===== config.mk =====
export PLATFORM = sky130hd
export DESIGN_NAME = mem_rd_arbiter_flat
export DESIGN_NICKNAME = d
export VERILOG_FILES = /design/src/rtl/mem_rd_arbiter_if.sv /design/src/rtl/mem_rd_arbiter.sv /design/src/flat_wrapper.sv
export SDC_FILE = /design/constraint.sdc
export NUM_CORES = 1
export LEC_CHECK = 0
export ABC_AREA = 0
export BUFFER_PORTS_ARGS = -buffer_cell sky130_fd_sc_hd__clkbuf_2
export CORE_UTILIZATION = 47
export CTS_CLUSTER_SIZE = 12
export DETAILED_ROUTE_END_ITERATION = 12
export GPL_TIMING_DRIVEN = 0
export PLACE_DENSITY = 0.89
export SLEW_MARGIN = 25
export SYNTH_ARGS = -nofsm -noshare
export SYNTH_HDL_FRONTEND = slang
export SYNTH_SLANG_ARGS = --single-unit

===== constraint.sdc =====
create_clock -name i_clk -period 4.1 [get_ports i_clk]
set_input_delay 1.23 -clock i_clk [delete_from_list [all_inputs] [get_ports i_clk]]
set_output_delay 1.23 -clock i_clk [all_outputs]
set_load 0.01 [all_outputs]

===== src/rtl/mem_rd_arbiter_if.sv =====
// Requester/memory bundle for mem_rd_arbiter: master is the arbiter side,
// slave is the requester/memory side.
interface mem_rd_arbiter_if #(
  parameter int NREQ  = 4,
  parameter int ABITS = 8,
  parameter int DBITS = 16,
  parameter int LBITS = 4
);
  logic [NREQ-1:0]       req;
  logic [NREQ*ABITS-1:0] req_addr;
  logic [NREQ*LBITS-1:0] req_len;
  logic [NREQ-1:0]       gnt;
  logic                  rd_en;
  logic [ABITS-1:0]      rd_addr;
  logic [DBITS-1:0]      rd_data;
  logic [NREQ-1:0]       rsp_valid;
  logic [DBITS-1:0]      rsp_data;
  logic                  rsp_last;
  logic                  busy;

  modport master (
    input  req, req_addr, req_len, rd_data,
    output gnt, rd_en, rd_addr, rsp_valid, rsp_data, rsp_last, busy
  );

  modport slave (
    output req, req_addr, req_len, rd_data,
    input  gnt, rd_en, rd_addr, rsp_valid, rsp_data, rsp_last, busy
  );
endinterface


===== src/rtl/mem_rd_arbiter.sv =====
// Round-robin burst-read arbiter sharing one synchronous-read memory port.
// Optional MEMARB_PRIO0_EN: requester 0 has absolute priority over the rest.
//
// state | meaning
// IDLE  | no burst in flight; arbitrate and grant
// ISSUE | driving rd_en with consecutive addresses, one per cycle
// DRAIN | issue done; waiting for the final word to be returned
module mem_rd_arbiter #(
  parameter int NREQ   = 4,
  parameter int ABITS  = 8,
  parameter int DBITS  = 16,
  parameter int LBITS  = 4,
  parameter int RD_LAT = 1
) (
  input logic               i_clk,
  input logic               i_rst,
  mem_rd_arbiter_if.master  io_bus
);

  localparam int PW = (NREQ > 1) ? $clog2(NREQ) : 1;

  typedef enum logic [1:0] {IDLE, ISSUE, DRAIN} state_t;

  state_t            r_state;
  state_t            w_state_nxt;
  logic [PW-1:0]     r_rr_ptr;
  logic [PW-1:0]     r_owner;
  logic [PW-1:0]     w_winner;
  logic              w_found;
  logic [NREQ-1:0]   w_gnt;
  logic              r_rd_en;
  logic [ABITS-1:0]  r_rd_addr;
  logic [LBITS-1:0]  r_left;
  logic [RD_LAT-1:0] r_pipe_vld;
  logic [RD_LAT-1:0] r_pipe_last;
  logic [NREQ-1:0]   r_rsp_valid;
  logic [DBITS-1:0]  r_rsp_data;
  logic              r_rsp_last;
  logic              w_issue;
  logic              w_issue_last;

  assign w_issue      = (r_state == ISSUE);
  assign w_issue_last = w_issue && (r_left == '0);

  always_comb begin : p_arb
    logic [PW-1:0] idx;
    idx      = '0;
    w_found  = 1'b0;
    w_winner = '0;
`ifdef MEMARB_PRIO0_EN
    if (io_bus.req[0]) begin
      w_found  = 1'b1;
      w_winner = '0;
    end else
`endif
    begin
      for (int j = 0; j < NREQ; j++) begin
        idx = PW'((int'(r_rr_ptr) + j) % NREQ);
`ifdef MEMARB_PRIO0_EN
        if (!w_found && io_bus.req[idx] && (idx != '0)) begin
`else
        if (!w_found && io_bus.req[idx]) begin
`endif
          w_found  = 1'b1;
          w_winner = idx;
        end
      end
    end
  end

  always_ff @(posedge i_clk) begin
    if (i_rst) r_state <= IDLE;
    else       r_state <= w_state_nxt;
  end

  always_comb begin
    w_state_nxt = r_state;
    w_gnt       = '0;
    case (r_state)
      IDLE: begin
        if (w_found && !i_rst) begin
          w_gnt       = NREQ'(1) << w_winner;
          w_state_nxt = ISSUE;
        end
      end
      ISSUE:   if (r_left == '0) w_state_nxt = DRAIN;
      DRAIN:   if (r_rsp_last)   w_state_nxt = IDLE;
      default: w_state_nxt = IDLE;
    endcase
  end

  always_ff @(posedge i_clk) begin
    if (i_rst) begin
      r_rr_ptr    <= '0;
      r_owner     <= '0;
      r_rd_en     <= 1'b0;
      r_rd_addr   <= '0;
      r_left      <= '0;
      r_pipe_vld  <= '0;
      r_pipe_last <= '0;
      r_rsp_valid <= '0;
      r_rsp_data  <= '0;
      r_rsp_last  <= 1'b0;
    end else begin
      // Valid/last tokens travel alongside the memory latency.
      r_pipe_vld[0]  <= w_issue;
      r_pipe_last[0] <= w_issue_last;
      for (int i = 1; i < RD_LAT; i++) begin
        r_pipe_vld[i]  <= r_pipe_vld[i-1];
        r_pipe_last[i] <= r_pipe_last[i-1];
      end

      r_rsp_valid <= '0;
      r_rsp_last  <= r_pipe_last[RD_LAT-1];
      if (r_pipe_vld[RD_LAT-1]) begin
        r_rsp_valid <= NREQ'(1) << r_owner;
        r_rsp_data  <= io_bus.rd_data;
      end

      case (r_state)
        IDLE: begin
          if (|w_gnt) begin
            r_owner   <= w_winner;
            r_rd_en   <= 1'b1;
            r_rd_addr <= io_bus.req_addr[w_winner*ABITS +: ABITS];
            r_left    <= io_bus.req_len[w_winner*LBITS +: LBITS];
`ifdef MEMARB_PRIO0_EN
            if (w_winner != '0)
`endif
            r_rr_ptr  <= PW'((int'(w_winner) + 1) % NREQ);
          end
        end
        ISSUE: begin
          if (r_left == '0) begin
            r_rd_en <= 1'b0;
          end else begin
            r_left    <= r_left - 1'b1;
            r_rd_addr <= r_rd_addr + 1'b1;
          end
        end
        default: ;
      endcase
    end
  end

  assign io_bus.gnt       = w_gnt;
  assign io_bus.rd_en     = r_rd_en;
  assign io_bus.rd_addr   = r_rd_addr;
  assign io_bus.rsp_valid = r_rsp_valid;
  assign io_bus.rsp_data  = r_rsp_data;
  assign io_bus.rsp_last  = r_rsp_last;
  assign io_bus.busy      = (r_state != IDLE);

endmodule


===== src/flat_wrapper.sv =====
// flat-port wrapper written by rule: the top's interface ports become plain ports
module mem_rd_arbiter_flat 
#(
  parameter int NREQ   = 4,
  parameter int ABITS  = 8,
  parameter int DBITS  = 16,
  parameter int LBITS  = 4,
  parameter int RD_LAT = 1
)
  (i_clk, i_rst, io_bus_req, io_bus_req_addr, io_bus_req_len, io_bus_rd_data, io_bus_gnt, io_bus_rd_en, io_bus_rd_addr, io_bus_rsp_valid, io_bus_rsp_data, io_bus_rsp_last, io_bus_busy);
  mem_rd_arbiter_if #(.NREQ(NREQ), .ABITS(ABITS), .DBITS(DBITS), .LBITS(LBITS)) io_bus_i ();
  input logic i_clk;
  input logic i_rst;
  input wire logic [$bits(io_bus_i.req)-1:0] io_bus_req;
  input wire logic [$bits(io_bus_i.req_addr)-1:0] io_bus_req_addr;
  input wire logic [$bits(io_bus_i.req_len)-1:0] io_bus_req_len;
  input wire logic [$bits(io_bus_i.rd_data)-1:0] io_bus_rd_data;
  output wire logic [$bits(io_bus_i.gnt)-1:0] io_bus_gnt;
  output wire logic [$bits(io_bus_i.rd_en)-1:0] io_bus_rd_en;
  output wire logic [$bits(io_bus_i.rd_addr)-1:0] io_bus_rd_addr;
  output wire logic [$bits(io_bus_i.rsp_valid)-1:0] io_bus_rsp_valid;
  output wire logic [$bits(io_bus_i.rsp_data)-1:0] io_bus_rsp_data;
  output wire logic [$bits(io_bus_i.rsp_last)-1:0] io_bus_rsp_last;
  output wire logic [$bits(io_bus_i.busy)-1:0] io_bus_busy;
  assign io_bus_i.req = io_bus_req;
  assign io_bus_i.req_addr = io_bus_req_addr;
  assign io_bus_i.req_len = io_bus_req_len;
  assign io_bus_i.rd_data = io_bus_rd_data;
  assign io_bus_gnt = io_bus_i.gnt;
  assign io_bus_rd_en = io_bus_i.rd_en;
  assign io_bus_rd_addr = io_bus_i.rd_addr;
  assign io_bus_rsp_valid = io_bus_i.rsp_valid;
  assign io_bus_rsp_data = io_bus_i.rsp_data;
  assign io_bus_rsp_last = io_bus_i.rsp_last;
  assign io_bus_busy = io_bus_i.busy;
  mem_rd_arbiter #(.NREQ(NREQ), .ABITS(ABITS), .DBITS(DBITS), .LBITS(LBITS), .RD_LAT(RD_LAT)) u_core (.i_clk(i_clk), .i_rst(i_rst), .io_bus(io_bus_i));
endmodule

==> impl_metrics.env, run 1 <==
export IMPL_status="completed"
export IMPL_ys_async_sr_fraction=0
export IMPL_end_kind="primary output"
export IMPL_cts_tree="done"
export IMPL_place_ws_ps=-283
export IMPL_wirelength_mm=6.13
export IMPL_antenna_found_initial=0
export IMPL_p_total_mw=1.78
export IMPL_arrival_ps=2750
export IMPL_syn_area_mm2=0.00232
export IMPL_setup_tns_ps=0
export IMPL_ios=105
export IMPL_p_per_area_mw_per_mm2=582
export IMPL_drive_gt1_frac=0.358
export IMPL_hold_viol=0
export IMPL_vdd_drop_max_mv=0.336
export IMPL_setup_viol=0
export IMPL_ys_seq_area_frac=0.362
export IMPL_via_count=2395
export IMPL_reg2reg_depth=9
export IMPL_fill_cells=431
export IMPL_rsz0062_at_grt="no"
export IMPL_cts_sinks=42
export IMPL_synth_most_common_cell="dfxtp_1"
export IMPL_crit_required_ps=2870
export IMPL_clkLatencyLatePin_ps=290
export IMPL_nets=448
export IMPL_fin_util=0.642
export IMPL_ys_ff_latch=42
export IMPL_post_dp_hpwl_mm=4.79
export IMPL_slew_headroom=0.474
export IMPL_track_usage=0.240
export IMPL_fmax_mhz=251
export IMPL_critPathKind="input pin to primary output"
export IMPL_wl_per_cell_um=13.8
export IMPL_die_x_um=72.3
export IMPL_fin_area_mm2=0.00305
export IMPL_p_leak_nw=1.40
export IMPL_synthTopCellsByCount="dfxtp_1, nor2_1, mux2i_1, nand2_1"
export IMPL_io_buffers=104
export IMPL_rows=25
export IMPL_insertedDiodeCount=0
export IMPL_via_per_inst=5.39
export IMPL_drtIter0Drc=122
export IMPL_finalNonFillerCells=444
export IMPL_rrSetupSlack_ps=1640
export IMPL_ys_top_cells_by_area="dfxtp_1, mux2i_1, nor2_1"
export IMPL_avgSynthCellArea_um2=8.80
export IMPL_hold_path_class="register to register"
export IMPL_worstMarginPinSlew_ps=783
export IMPL_drv_cap=0
export IMPL_syn_num_nets=336
export IMPL_drt_antenna_violating_nets=0
export IMPL_min_period_ps=3980
export IMPL_clockRootBuffer="clkbuf_8"
export IMPL_drc=0
export IMPL_grt_max_degree=14
export IMPL_whs_ps=461
export IMPL_synth_edf_count=0
export IMPL_yosysTopAreaCell="dfxtp_1"
export IMPL_dp_cells=435
export IMPL_dpl_cell_area_mm2=0.00293
export IMPL_core_mm2=0.00475
export IMPL_dr_pass1_iters=4
export IMPL_dieHeight_um=72.3
export IMPL_cts_clk_slew_worst_paths_ps=70
export IMPL_synth_top_cell_area_share=0.362
export IMPL_synthDistinctLibCells=49
export IMPL_yosys_warnings=0
export IMPL_htree_num_levels=2
export IMPL_cp_max_fo=7
export IMPL_final_period_utilization=0.972
export IMPL_whs_path_depth=1
export IMPL_grt_remaining_overflow=0
export IMPL_start_util=0.489
export IMPL_synthFlopType="dfxtp_1"
export IMPL_syn_to_final_growth_pct=31.4
export IMPL_slew_violations=0
export IMPL_start_kind="input pin"
export IMPL_syn_inst=264
export IMPL_cts_hold_buf=0
export IMPL_clock_path_buffers=2
export IMPL_grt_pass1_vias=2176
export IMPL_clock_skew_ps=6.63
export IMPL_grt_pass1_wl_mm=9.78
export IMPL_setup_slack_ps=115
export IMPL_gp_congestion=0.910
export IMPL_cts_buffers_inserted=5
export IMPL_dieArea_mm2=0.00523
## sequential cells by signal, summed over array words and instances (netlist names)
register	cells
u_core.r_owner	2
u_core.r_left	4
u_core.r_state	2
u_core.r_pipe_last	1
u_core.r_rr_ptr	2
u_core.io_bus.rsp_last	1
u_core.r_pipe_vld	1
u_core.io_bus.rsp_valid	4
u_core.io_bus.rd_addr	8
u_core.io_bus.rsp_data	16
u_core.io_bus.rd_en	1
## worst max-delay path, stage by stage
cell	delay, ps
clkbuf_2	140
nor4_2	710
or3_1	230
nor2_1	100
nand2_1	140
nor3_1	60
clkbuf_2	140
## report_power, final
| group | switching, mW | total (mW) | internal, mW |
|---|---|---|---|
| Combinational | 0.474 | 0.842 | 0.369 |
| Clock | 0.142 | 0.324 | 0.182 |
| Sequential | 0.102 | 0.613 | 0.511 |
| Total | 0.717 | 1.78 | 1.06 |
## routing by layer
| layer | track usage | share of wire |
|---|---|---|
| met4 | 0.0959 | 0.016 |
| met1 | 0.304 | 0.43 |
| met2 | 0.410 | 0.49 |
| met5 | 0 | 0 |
| met3 | 0.0375 | 0.064 |
## cells by family (layout without fill, tap and decap cells)
logic type,Yosys count,in the layout,synth area share
AOI/OAI and AO/OA,54,54,0.182
xor gates and xnor gates,1,1,0.00377
adders and majority gates,2,2,0.0108
buffers and inverters,21,134,0.0361
DFF,42,42,0.362
muxes,40,40,0.178
and+or+nand+nor,104,104,0.228
## timing repair
| action | in CTS | in global routing |
|---|---|---|
| resized for setup | 0 | 3 |
| pin swaps | 1 | 0 |
| setup endpoints to repair | 3 | 2 |
| gates cloned | 0 | 0 |
| setup buffers | 1 | 0 |
## cells in the final DEF (no fill, tap or decap), drive strengths merged, types with 2 or more instances in the layout
cell type	instances
a2111oi	3
a211oi	2
a21o	2
a21oi	12
a221o	4
a221oi	2
a311oi	2
and2	2
and3	3
buf	6
clkbuf	118
dfxtp	42
ha	2
inv	8
mux2	10
mux2i	30
nand2	16
nand2b	5
nand3	6
nand3b	3
nor2	36
nor2b	5
nor3	12
nor4bb	2
o211a	2
o211ai	2
o21ai	12
o221ai	2
o22ai	2
or3	8
## path summary, 6_finish.rpt
check | from | to
max | io_bus_req[0] | io_bus_gnt[3]
min | u_core.r_pipe_last | u_core.io_bus.rsp_last
max reg2reg | u_core.r_left[0] | u_core.r_left[2]
min reg2reg | u_core.r_pipe_last | u_core.io_bus.rsp_last
## layout make-up
| type | instances | area, um2 | area share |
|---|---|---|---|
| multi-input cells | 201 | 1410 | 0.460 |
| flip-flops and latches | 42 | 841 | 0.275 |
| repair buffers | 105 | 528 | 0.173 |
| well taps | 67 | 83.8 | 0.0274 |
| clock buffers | 6 | 72.6 | 0.0238 |
| plain buffers | 13 | 56.3 | 0.0184 |
| clock inverters | 2 | 37.5 | 0.0123 |
| inverters | 8 | 30.0 | 0.00983 |
Power figures use the tool's default switching activity.
==> inputs of run 2 (changes only) <==
--- a/config.mk
+++ b/config.mk
@@ -7,11 +7,12 @@
 export LEC_CHECK = 0
 export ABC_AREA = 0
 export BUFFER_PORTS_ARGS = -buffer_cell sky130_fd_sc_hd__clkbuf_2
-export CORE_UTILIZATION = 47
+export CORE_UTILIZATION = 49
+export CTS_BUF_LIST = sky130_fd_sc_hd__clkbuf_4
 export CTS_CLUSTER_SIZE = 12
 export DETAILED_ROUTE_END_ITERATION = 12
 export GPL_TIMING_DRIVEN = 0
-export PLACE_DENSITY = 0.89
+export PLACE_DENSITY = 0.92
 export SLEW_MARGIN = 25
 export SYNTH_ARGS = -nofsm -noshare
 export SYNTH_HDL_FRONTEND = slang
==> run 2 against run 1 <==
  * Largest power group unchanged
  * Die area fell by 4.0%
  * Critical path depth rose by 1
  * Largest cell class unchanged
  * Non-clock buffer count stayed put
  * First-iteration DRC count grew 99%
==> impl_metrics.env, run 2 (same netlist as run 1, synthesis figures left out) <==
export IMPL_clock_skew_ps=13.0
export IMPL_cts_tree="done"
export IMPL_ios=105
export IMPL_fill_cells=357
export IMPL_drc=0
export IMPL_grt_pass1_wl_mm=10.4
export IMPL_via_per_inst=5.82
export IMPL_drive_gt1_frac=0.361
export IMPL_gp_congestion=0.947
export IMPL_dp_cells=420
export IMPL_die_x_um=70.9
export IMPL_dieArea_mm2=0.00502
export IMPL_via_count=2495
export IMPL_track_usage=0.262
export IMPL_reg2reg_to="u_core.r_left[2]"
export IMPL_drt_antenna_violating_nets=0
export IMPL_wirelength_mm=6.46
export IMPL_final_period_utilization=0.976
export IMPL_nets=448
export IMPL_status="completed"
export IMPL_cp_cell_sequence="clkbuf_2 > nor2b_1 > a21o_1 > a221oi_4 > clkbuf_4 > nand2_1 > nor3_1 > clkbuf_2"
export IMPL_largest_register_ffs=16
export IMPL_cp_slowest_cell="a221oi_4"
export IMPL_start_kind="input pin"
export IMPL_crit_required_ps=2870
export IMPL_clkLatencyLatePin_ps=370
export IMPL_slew_headroom=0.473
export IMPL_min_to="u_core.io_bus.rsp_last"
export IMPL_cts_hold_buf=0
export IMPL_critPathKind="input pin to primary output"
export IMPL_drtIter0Drc=243
export IMPL_setup_viol=0
export IMPL_cts_sinks=42
export IMPL_final_cell_mix="clkbuf_2, dfxtp_1, nor2_1"
export IMPL_whs_ps=455
export IMPL_hold_viol=0
export IMPL_min_period_ps=4000
export IMPL_grt_pass1_vias=2325
export IMPL_core_mm2=0.00444
export IMPL_htree_num_levels=2
export IMPL_io_buffers=104
export IMPL_wl_per_cell_um=15.1
export IMPL_post_dp_hpwl_mm=4.91
export IMPL_p_leak_nw=1.38
export IMPL_crit_path_max_incr_delay_ps=300
export IMPL_rsz0062_at_grt="no"
export IMPL_dr_pass1_iters=7
export IMPL_slew_violations=0
export IMPL_rows=24
export IMPL_grt_max_degree=17
export IMPL_hold_path_class="register to register"
export IMPL_clockRootBuffer="clkbuf_4"
export IMPL_whs_path_depth=1
export IMPL_rrSetupSlack_ps=1480
export IMPL_arrival_ps=2770
export IMPL_end_kind="primary output"
export IMPL_insertedDiodeCount=0
export IMPL_clock_path_buffers=2
export IMPL_drv_cap=0
export IMPL_final_common_cell="clkbuf_2"
export IMPL_worstMarginPinSlew_ps=784
export IMPL_path_delay_family="buffers and inverters"
export IMPL_syn_to_final_growth_pct=28.7
export IMPL_p_per_area_mw_per_mm2=568
export IMPL_grt_remaining_overflow=0
export IMPL_fmax_mhz=250
export IMPL_dieHeight_um=70.9
export IMPL_antenna_found_initial=0
export IMPL_fin_util=0.673
export IMPL_path_depth=8
export IMPL_cts_clk_slew_worst_paths_ps=140
export IMPL_worst_path_buf_inv=3
export IMPL_reg2reg_depth=9
export IMPL_start_util=0.523
export IMPL_cts_buffers_inserted=5
export IMPL_finalNonFillerCells=429
export IMPL_path_common_cell="clkbuf_2"
export IMPL_cp_max_fo=10
export IMPL_hp_start="u_core.r_pipe_last"
export IMPL_vdd_drop_max_mv=0.367
export IMPL_r2r_start="u_core.r_left[0]"
export IMPL_p_total_mw=1.70
## run 2: cell types whose count changed in the layout (fill, tap and decap cells not counted), sizes merged
cell    before  now
bufinv       1    0
buf          6    5
inv          8   10
## run 2: metal layers
| layer | track usage | wire length, um | vias up |
|---|---|---|---|
| li1 | - | - | 1190 |
| met1 | 0.325 | 2560 | 1129 |
| met2 | 0.440 | 3140 | 154 |
| met3 | 0.0456 | 542 | 22 |
| met4 | 0.127 | 214 | 0 |
| met5 | 0 | 0 | - |
## run 2: repair_timing
| item | in CTS | in global routing |
|---|---|---|
| gates cloned | 0 | 0 |
| resized for setup | 0 | 2 |
| setup endpoints to repair | 3 | 1 |
| setup buffers | 1 | 0 |
| pin swaps | 1 | 0 |
## run 2: worst register-to-register path, stage by stage (launching register included)
cell	delay, ps
dfxtp_1	430
inv_1	70
ha_1	250
nor4bb_1	200
a2111oi_4	580
nand2_1	190
buf_2	240
a221o_1	280
a21oi_1	200
a311oi_1	70
## run 2: where the power goes
group | switching (mW) | internal, mW
sequential | 0.105 | 0.511
clock | 0.155 | 0.0732
combinational | 0.484 | 0.370
total | 0.744 | 0.953
## run 2: final cells by class
class,count,area (um2),share of cell area
buffer,13,56.3,0.0188
clock buffer,5,37.5,0.0126
clock inverter,3,27.5,0.00921
inverter,8,30.0,0.0100
multi-input combinational,201,1410,0.470
sequential,42,841,0.281
tap,52,65.1,0.0218
timing repair buffer,105,528,0.177
## run 2: metrics by stage
stage | setup TNS (ps) | worst slack, ps | cell area, um2
2_1_floorplan | 0 | 204 | 2320
3_3_place_gp | -445 | -196 | 2910
3_5_place_dp | -658 | -261 | 2910
4_1_cts | 0 | 49.6 | 2980
5_1_grt | 0 | 2.73 | 2990
6_report | 0 | 98.0 | 2990
## run 2: worst max path at each step
stage / slack (ps) / endpoint / from
floorplan: 200 / io_bus_gnt[3] / io_bus_req[2]
global placement: -200 / io_bus_gnt[3] / io_bus_req[2]
detailed placement: -260 / io_bus_gnt[3] / io_bus_req[2]
CTS: 50 / io_bus_gnt[1] / io_bus_req[2]
global route: 3 / io_bus_gnt[3] / io_bus_req[2]
finish: 100 / io_bus_gnt[3] / io_bus_req[2]
